### config.mk
export PLATFORM = sky130hd
export DESIGN_NAME = lightio_tx_scheduler
export DESIGN_NICKNAME = d
export VERILOG_FILES = /design/src/rtl/lightio_tx_scheduler.sv
export SDC_FILE = /design/constraint.sdc
export NUM_CORES = 1
export LEC_CHECK = 0
export ABC_CLOCK_PERIOD_IN_PS = 2200
export CAP_MARGIN = 20
export CORE_UTILIZATION = 30
export DETAILED_ROUTE_END_ITERATION = 8
export PLACE_DENSITY_LB_ADDON = 0.1
export SYNTH_ARGS = -nofsm -noshare
export SYNTH_HDL_FRONTEND = slang
export SYNTH_SLANG_ARGS = --single-unit
### constraint.sdc
create_clock -name clock -period 2.2 [get_ports clock]
set_input_delay 0.44 -clock clock [delete_from_list [all_inputs] [get_ports clock]]
set_output_delay 0.44 -clock clock [all_outputs]
set_load 0.1 [all_outputs]
### src/rtl/lightio_tx_scheduler.sv
// Round-robin transmit scheduler sharing one light-link encoder among N_REQ packet sources.
// Define LIGHTIO_TX_STATS_EN to add the pkt_count/err_count statistics outputs.
`ifndef PACKET_SIZE
`define PACKET_SIZE 8
`endif

module lightio_tx_scheduler #(
  parameter int unsigned N_REQ        = 4,
  parameter int unsigned PACKET_SIZE  = `PACKET_SIZE,
  parameter int unsigned GUARD_CYCLES = 4,
  parameter int unsigned TIMEOUT      = 1023
) (
  input  logic                         clock,
  input  logic                         reset,
  input  logic [N_REQ-1:0]             req_valid,
  input  logic [N_REQ*PACKET_SIZE-1:0] req_data,
  output logic [N_REQ-1:0]             req_ready,
  output logic                         enc_reset,
  output logic [PACKET_SIZE-1:0]       enc_data,
  input  logic                         enc_done,
  output logic                         busy,
  output logic [$clog2(N_REQ)-1:0]     grant_id,
  output logic                         timeout_err
`ifdef LIGHTIO_TX_STATS_EN
  ,
  output logic [15:0]                  pkt_count,
  output logic [7:0]                   err_count
`endif
);

  localparam int unsigned IdW    = $clog2(N_REQ);
  localparam int unsigned CntMax = (TIMEOUT > GUARD_CYCLES) ? TIMEOUT : GUARD_CYCLES;
  localparam int unsigned CntW   = $clog2(CntMax + 1);

  typedef enum logic [1:0] {StIdle, StLoad, StSend, StGuard} state_e;

  state_e                 state_q, state_d;
  logic [CntW-1:0]        cnt_q, cnt_d;
  logic [IdW-1:0]         rr_q, rr_d;
  logic [IdW-1:0]         grant_q, grant_d;
  logic [PACKET_SIZE-1:0] data_q, data_d;
  logic                   busy_q;
  logic                   pkt_done;
  logic                   found;
  logic [IdW-1:0]         win;
  int                     idx;

  // First valid requester at or after rr_q, wrapping modulo N_REQ.
  always_comb begin
    found = 1'b0;
    win   = '0;
    idx   = 0;
    for (int i = 0; i < int'(N_REQ); i++) begin
      idx = int'(rr_q) + i;
      if (idx >= int'(N_REQ)) idx = idx - int'(N_REQ);
      if (!found && req_valid[idx[IdW-1:0]]) begin
        found = 1'b1;
        win   = idx[IdW-1:0];
      end
    end
  end

  always_comb begin
    state_d     = state_q;
    cnt_d       = cnt_q;
    rr_d        = rr_q;
    grant_d     = grant_q;
    data_d      = data_q;
    req_ready   = '0;
    timeout_err = 1'b0;
    pkt_done    = 1'b0;
    unique case (state_q)
      StIdle: begin
        if (found) begin
          req_ready[win] = 1'b1;
          data_d         = req_data[int'(win)*PACKET_SIZE +: PACKET_SIZE];
          grant_d        = win;
          rr_d           = (int'(win) == int'(N_REQ) - 1) ? '0 : win + 1'b1;
          cnt_d          = '0;
          state_d        = StLoad;
        end
      end
      StLoad: begin
        if (cnt_q == CntW'(1)) begin
          cnt_d   = '0;
          state_d = StSend;
        end else begin
          cnt_d = cnt_q + 1'b1;
        end
      end
      StSend: begin
        // done in the first SEND cycle is left over from the previous packet
        if (cnt_q != '0 && enc_done) begin
          pkt_done = 1'b1;
          cnt_d    = '0;
          state_d  = StGuard;
        end else if (cnt_q == CntW'(TIMEOUT - 1)) begin
          timeout_err = 1'b1;
          cnt_d       = '0;
          state_d     = StGuard;
        end else begin
          cnt_d = cnt_q + 1'b1;
        end
      end
      StGuard: begin
        if (cnt_q == CntW'(GUARD_CYCLES - 1)) begin
          cnt_d   = '0;
          state_d = StIdle;
        end else begin
          cnt_d = cnt_q + 1'b1;
        end
      end
      default: state_d = StIdle;
    endcase
  end

  always_ff @(posedge clock) begin
    if (!reset) begin
      state_q <= StIdle;
      cnt_q   <= '0;
      rr_q    <= '0;
      grant_q <= '0;
      data_q  <= '0;
      busy_q  <= 1'b0;
    end else begin
      state_q <= state_d;
      cnt_q   <= cnt_d;
      rr_q    <= rr_d;
      grant_q <= grant_d;
      data_q  <= data_d;
      busy_q  <= (state_d != StIdle);
    end
  end

  assign enc_reset = (state_q != StSend);
  assign enc_data  = data_q;
  assign grant_id  = grant_q;
  assign busy      = busy_q;

`ifdef LIGHTIO_TX_STATS_EN
  logic [15:0] pkt_cnt_q;
  logic [7:0]  err_cnt_q;

  always_ff @(posedge clock) begin
    if (!reset) begin
      pkt_cnt_q <= '0;
      err_cnt_q <= '0;
    end else begin
      if (pkt_done) pkt_cnt_q <= pkt_cnt_q + 16'd1;
      if (timeout_err && err_cnt_q != 8'hFF) err_cnt_q <= err_cnt_q + 8'd1;
    end
  end

  assign pkt_count = pkt_cnt_q;
  assign err_count = err_cnt_q;
`endif

endmodule

==> results.sh, run 1 <==
export IMPL_status="finished with violations"
export IMPL_violations="setup timing"
export IMPL_fmax_ghz=0.422
export IMPL_cp_end_kind="primary output"
export IMPL_wl_met1_microns=2340
export IMPL_via_per_inst=4.92
export IMPL_layout_drive_gt1_share_pct=37.9
export IMPL_initial_core_util_pct=31.8
export IMPL_grt_setup_unrepaired="yes"
export IMPL_top_layer="met4"
export IMPL_vias=1771
export IMPL_slowest_delay_ns=0.55
export IMPL_min_path_type="reg -> reg"
export IMPL_synth_edff_count=0
export IMPL_path_cells="or4_4 -> o32a_4 -> and2b_4 -> buf_12"
export IMPL_dominantRegCellSynth="dfxtp_1"
export IMPL_period_minus_slack_ns=2.37
export IMPL_power_leakage_nw=1.12
export IMPL_cp_top_family="simple AND/OR/NAND/NOR gates"
export IMPL_die_w_microns=76.3
export IMPL_synth_most_common_cell="dfxtp_1"
export IMPL_gp_congestion=0.786
export IMPL_reg2reg_from="cnt_q[6]"
export IMPL_setup_viol=3
export IMPL_hold_start="grant_id[0]"
export IMPL_stdcell_count=360
export IMPL_drv_cap=0
export IMPL_dr_first_iter_drc_count=66
export IMPL_gr_total_overflow=0
export IMPL_required_ns=1.76
export IMPL_yosysWarnings=0
export IMPL_die_area_sq_um=5820
export IMPL_ys_async_sr_fraction_pct=0
export IMPL_clockRootBuffer="clkbuf_8"
export IMPL_post_route_drc_count=0
export IMPL_cts_hold_buffers_added=0
export IMPL_cp_num_buf_inv=1
export IMPL_grt_pass1_wl_microns=7780
export IMPL_fin_ws_ns=-0.168
export IMPL_worst_hold_slack_ns=0.457
export IMPL_worst_slew_margin_rel_pct=69.1
export IMPL_wirelength_microns=4910
export IMPL_tightestPinTransition_ns=0.462
export IMPL_num_antenna_cells=0
export IMPL_critPathMaxFanout=2
export IMPL_antenna_left=0
export IMPL_synth_nets=244
export IMPL_yosysTopAreaCell="dfxtp_1"
export IMPL_core_area_sq_um=5200
export IMPL_ir_drop_mv=0.316
export IMPL_hpwlAfterDp_microns=3760
export IMPL_wl_met3_microns=155
export IMPL_clkLatencyLatePin_ns=0.27
export IMPL_cts_buffers_inserted=3
export IMPL_powerDensity_nw_per_um2=742
export IMPL_cts_tree="yes"
export IMPL_netlist_area_sq_um=1660
export IMPL_crit_path_start="cnt_q[2]"
export IMPL_port_buffer_count=55
export IMPL_grt_max_degree=14
export IMPL_synthTopCellsByArea="dfxtp_1 (30%), ha_1 (6.0%), mux2_2 (5.4%)"
export IMPL_grt_pass1_vias=1613
export IMPL_path_clk_slew_ns=0.09
export IMPL_fin_total_pwr_w=0.00205
export IMPL_synth_seq_area_share_pct=30.2
export IMPL_htree_num_levels=1
export IMPL_grt_use_total_pct=16.4
export IMPL_crit_arrival_ns=1.93
export IMPL_critical_path_class="reg -> out"
export IMPL_nets=338
export IMPL_slew_violations=0
export IMPL_finalClockSkew_ns=0.000956
export IMPL_wl_met2_microns=2390
export IMPL_hold_violations=0
export IMPL_netlist_top_cells_count="dfxtp_1 (25), nand2_1 (19), o21ai_0 (15)"
export IMPL_cts_sinks=25
export IMPL_place_inst=344
export IMPL_fin_crit_sh_pct=108
export IMPL_fp_dieH_microns=76.3
export IMPL_start_kind="flop"
export IMPL_rrSetupSlack_ns=0.07
export IMPL_ys_ff_latch=25
export IMPL_fin_util_pct=53.1
export IMPL_synth_top_area_share_pct=30.2
export IMPL_clk_path_buf_depth=2
export IMPL_slowest_stage="or4_4"
export IMPL_fp_row_count=26
export IMPL_wl_per_cell_microns=13.6
export IMPL_antenna_found_initial=0
export IMPL_syn_to_final_growth_pct=66.9
export IMPL_ioPinCount=56
export IMPL_synth_cell_type_count=47
export IMPL_drt_pass1_iterations=4
export IMPL_syn_avg_cell_area_sq_um=8.41
export IMPL_synth_cells=197
[cells by family after synthesis]
logic type,after synthesis,synth area share (%)
AO/OA/AOI/OAI,60,26.5
XOR/XNOR,2,1.06
adder cells (fa/ha/maj),8,6.04
AND/OR/NAND/NOR,77,25.8
buffers and inverters,15,3.78
multiplexers,10,6.65
flip-flops,25,30.2
[layout make-up]
cell class	count	area, sq um
inverters	9	33.8
clock buffers	4	45.0
multi-input cells	157	1200
well taps	70	87.6
repair buffers	95	883
flip-flops and latches	25	510
fillers	483	2440
[routing by layer]
layer	global-route usage [%]	vias to the layer above
met2	28.4	33
met1	21.0	817
met3	2.99	2
li1	-	919
met5	0	-
met4	3.46	0
[final timing paths]
check / to / cells past startpoint
hold / removal: grant_id[0] / 2
setup / recovery: timeout_err / 4
hold reg to reg: grant_id[0] / 2
setup reg to reg: cnt_q[3] / 7
[worst reg2reg max path, cell delays in order, from the launching register on]
cell     delay [ns]
dfxtp_2        0.33
or4_4          0.55
buf_4          0.16
o31ai_2        0.37
o22ai_4        0.13
buf_12         0.16
a21o_1         0.15
a22o_1         0.18
[cell usage in the layout (no fill, tap or decap), types with 2 or more instances in the layout]
cell type        count
buf_4               48
clkdlybuf4s50_1     34
dfxtp_1             21
nand2_1             19
o21ai_0             14
nor2_1              13
nand3_1             13
a21oi_1              8
mux2_2               8
a21boi_0             8
a221o_1              8
inv_1                7
buf_12               7
and3_4               4
a31oi_1              4
ha_1                 4
o21ai_2              3
or4_4                3
nor3_1               3
clkbuf_8             3
buf_2                3
a21oi_2              2
nor2_4               2
nand2b_4             2
inv_2                2
nand4_1              2
nand4b_1             2
mux2i_1              2
xor2_1               2
nor4_1               2
o21ai_1              2
a21o_1               2
a22o_1               2
ha_4                 2
ha_2                 2
dfxtp_2              2
buf_6                2
dfxtp_4              2
[stage by stage]
step                setup TNS, ns  cell area, sq um  setup WS [ns]
global placement            -5.42              2540         -0.429
floorplan                       0              1690        0.00821
CTS                        -0.332              2690         -0.196
finish                     -0.258              2770         -0.168
detailed placement          -5.55              2540         -0.411
global route               -0.575              2770         -0.214
[flip-flops by register name, summed over array words and instances, names as in the netlist]
signal / count
busy: 1
cnt_q: 10
enc_data: 8
grant_id: 2
rr_q: 2
state_q: 2
[timing repair]
| item | 4_1_cts | 5_1_grt |
|---|---|---|
| gates resized for setup | 33 | 10 |
| endpoints found under the setup margin | 13 | 9 |
| setup buffers | 6 | 7 |
| pin swaps | 10 | 11 |
[power by group]
part | internal, W | switching [W]
logic | 0.000473 | 0.000724
registers | 0.000519 | 0.0000603
clock network | 0.000130 | 0.000146
Power figures use the tool's default switching activity.
==> inputs of run 2 (changes only) <==
Settings changed: CORE_UTILIZATION 30 to 35.
==> results.sh, run 2 (same netlist as run 1, synthesis figures left out) <==
export IMPL_hpwlAfterDp_microns=3640
export IMPL_num_antenna_cells=0
export IMPL_fp_row_count=24
export IMPL_critical_path_class="reg -> out"
export IMPL_switching_share_pct=46.0
export IMPL_cts_buffers_inserted=3
export IMPL_grt_setup_unrepaired="yes"
export IMPL_cp_num_buf_inv=1
export IMPL_gp_congestion=0.855
export IMPL_powerDensity_nw_per_um2=743
export IMPL_fp_dieH_microns=70.8
export IMPL_initial_core_util_pct=37.3
export IMPL_cts_tree="yes"
export IMPL_wirelength_microns=4800
export IMPL_drv_cap=0
export IMPL_hold_violations=0
export IMPL_required_ns=1.76
export IMPL_grt_use_total_pct=19.6
export IMPL_clk_path_buf_depth=2
export IMPL_status="finished with violations"
export IMPL_largest_reg_flops=10
export IMPL_nets=335
export IMPL_antenna_left=0
export IMPL_hold_start="grant_id[0]"
export IMPL_tightestPinTransition_ns=0.780
export IMPL_finalSetupTns_ns=-0.175
export IMPL_power_switching_w=0.000926
export IMPL_wl_per_cell_microns=14.2
export IMPL_power_frac_comb_pct=56.8
export IMPL_slowest_delay_ns=0.57
export IMPL_antenna_found_initial=0
export IMPL_holdPathStages=2
export IMPL_ioPinCount=56
export IMPL_layout_drive_gt1_share_pct=35.9
export IMPL_drt_pass1_iterations=6
export IMPL_reg2reg_from="cnt_q[8]"
export IMPL_cp_end_kind="primary output"
export IMPL_worst_hold_slack_ns=0.451
export IMPL_gr_total_overflow=0
export IMPL_top_register="cnt_q"
export IMPL_rrSetupSlack_ns=0.16
export IMPL_cp_top_family="simple AND/OR/NAND/NOR gates"
export IMPL_layout_commonest_cell="buf_4"
export IMPL_critPathMaxFanout=3
export IMPL_clock_power_share_pct=14.4
export IMPL_finalClockSkew_ns=0.00693
export IMPL_path_clk_slew_ns=0.10
export IMPL_reg2reg_to="cnt_q[4]"
export IMPL_setup_viol=1
export IMPL_start_kind="flop"
export IMPL_grt_pass1_wl_microns=7820
export IMPL_port_buffer_count=55
export IMPL_via_per_inst=5.30
export IMPL_vias=1797
export IMPL_fmax_ghz=0.421
export IMPL_htree_num_levels=1
export IMPL_num_fill_cells=390
export IMPL_cts_sinks=25
export IMPL_grt_max_degree=16
export IMPL_die_area_sq_um=5010
export IMPL_slowest_stage="or4_4"
export IMPL_layout_common_cells="buf_4 (46), clkdlybuf4s50_1 (34), dfxtp_1 (22), nand2_1 (19), o21ai_0 (14)"
export IMPL_clockRootBuffer="clkbuf_8"
export IMPL_grt_pass1_vias=1762
export IMPL_clkLatencyLatePin_ns=0.27
export IMPL_min_path_type="reg -> reg"
export IMPL_fin_crit_sh_pct=108
export IMPL_p_int_w=0.00109
export IMPL_worstRegToRegCells=6
export IMPL_violations="DRC, setup timing"
export IMPL_fin_util_pct=61.0
export IMPL_ir_drop_mv=0.316
export IMPL_die_w_microns=70.8
export IMPL_post_route_drc_count=16
export IMPL_worst_slew_margin_rel_pct=47.7
export IMPL_whs_endpoint="grant_id[0]"
export IMPL_crit_arrival_ns=1.94
export IMPL_path_cells="or4_4 -> o32a_4 -> and2b_4 -> buf_12"
export IMPL_period_minus_slack_ns=2.38
export IMPL_p_seq_share_pct=28.8
export IMPL_core_area_sq_um=4440
export IMPL_syn_to_final_growth_pct=63.5
export IMPL_power_leakage_nw=1.11
export IMPL_slew_violations=0
export IMPL_fin_ws_ns=-0.175
export IMPL_dr_first_iter_drc_count=111
run 2: final cells by class:
type                       count  area, sq um  share of cell area [%]
multi-input combinational    157         1190                    44.1
timing repair buffer          92          857                    31.6
sequential                    25          509                    18.8
tap                           52         65.1                    2.40
clock buffer                   3         41.3                    1.52
inverter                       9         33.8                    1.25
clock inverter                 1         7.51                   0.277
run 2: timing repair:
item                                    4_1_cts  5_1_grt
pin swaps                                     4        6
endpoints found under the setup margin       13        5
buffers inserted                              2        3
hold buffers                                  0        0
hold endpoints to repair                      0        0
resized for setup                            30       10
run 2: per-layer routing:
| layer | vias to the layer above | track usage, % | part of all wire [%] |
|---|---|---|---|
| met5 | - | 0 | 0 |
| met4 | 0 | 6.44 | 0.69 |
| met3 | 4 | 3.56 | 6.6 |
| met2 | 51 | 32.5 | 46 |
| met1 | 824 | 25.7 | 47 |
| li1 | 918 | - | - |
run 2: worst register-to-register path: cells and delay by family, from the launching register on:
family / cells / cell delay (ns)
buf+inv: 1 / 0.16
simple gates: 1 / 0.52
flops: 1 / 0.34
compound gates: 4 / 0.92
run 2: how the worst max path moves through the flow:
| stage | slack [ns] | end | cells after the start | start |
|---|---|---|---|---|
| floorplan | 0.008 | req_ready[3] | 6 | req_valid[0] |
| global placement | -0.37 | req_ready[3] | 8 | req_valid[1] |
| detailed placement | -0.40 | req_ready[0] | 8 | req_valid[0] |
| CTS | -0.19 | timeout_err | 4 | cnt_q[8] |
| global route | -0.21 | timeout_err | 4 | cnt_q[2] |
| finish | -0.18 | timeout_err | 4 | cnt_q[4] |
run 2: metrics by stage:
stage	cell area, sq um	setup WS (ns)	std cells	total power (W)
floorplan	1690	0.00821	197	0.00134
global placement	2550	-0.371	330	0.00169
detailed placement	2550	-0.398	330	0.00169
CTS	2640	-0.192	336	0.00200
global route	2710	-0.213	339	0.00212
finish	2710	-0.175	339	0.00201
run 2: power groups by stage:
stage | clock network (W) | registers, W | logic (W)
after floorplan | 0 | 0.000857 | 0.000480
after global placement | 0 | 0.000586 | 0.00110
after detailed placement | 0 | 0.000587 | 0.00110
after CTS | 0.000303 | 0.000580 | 0.00112
after global routing | 0.000317 | 0.000589 | 0.00122
final | 0.000289 | 0.000580 | 0.00114
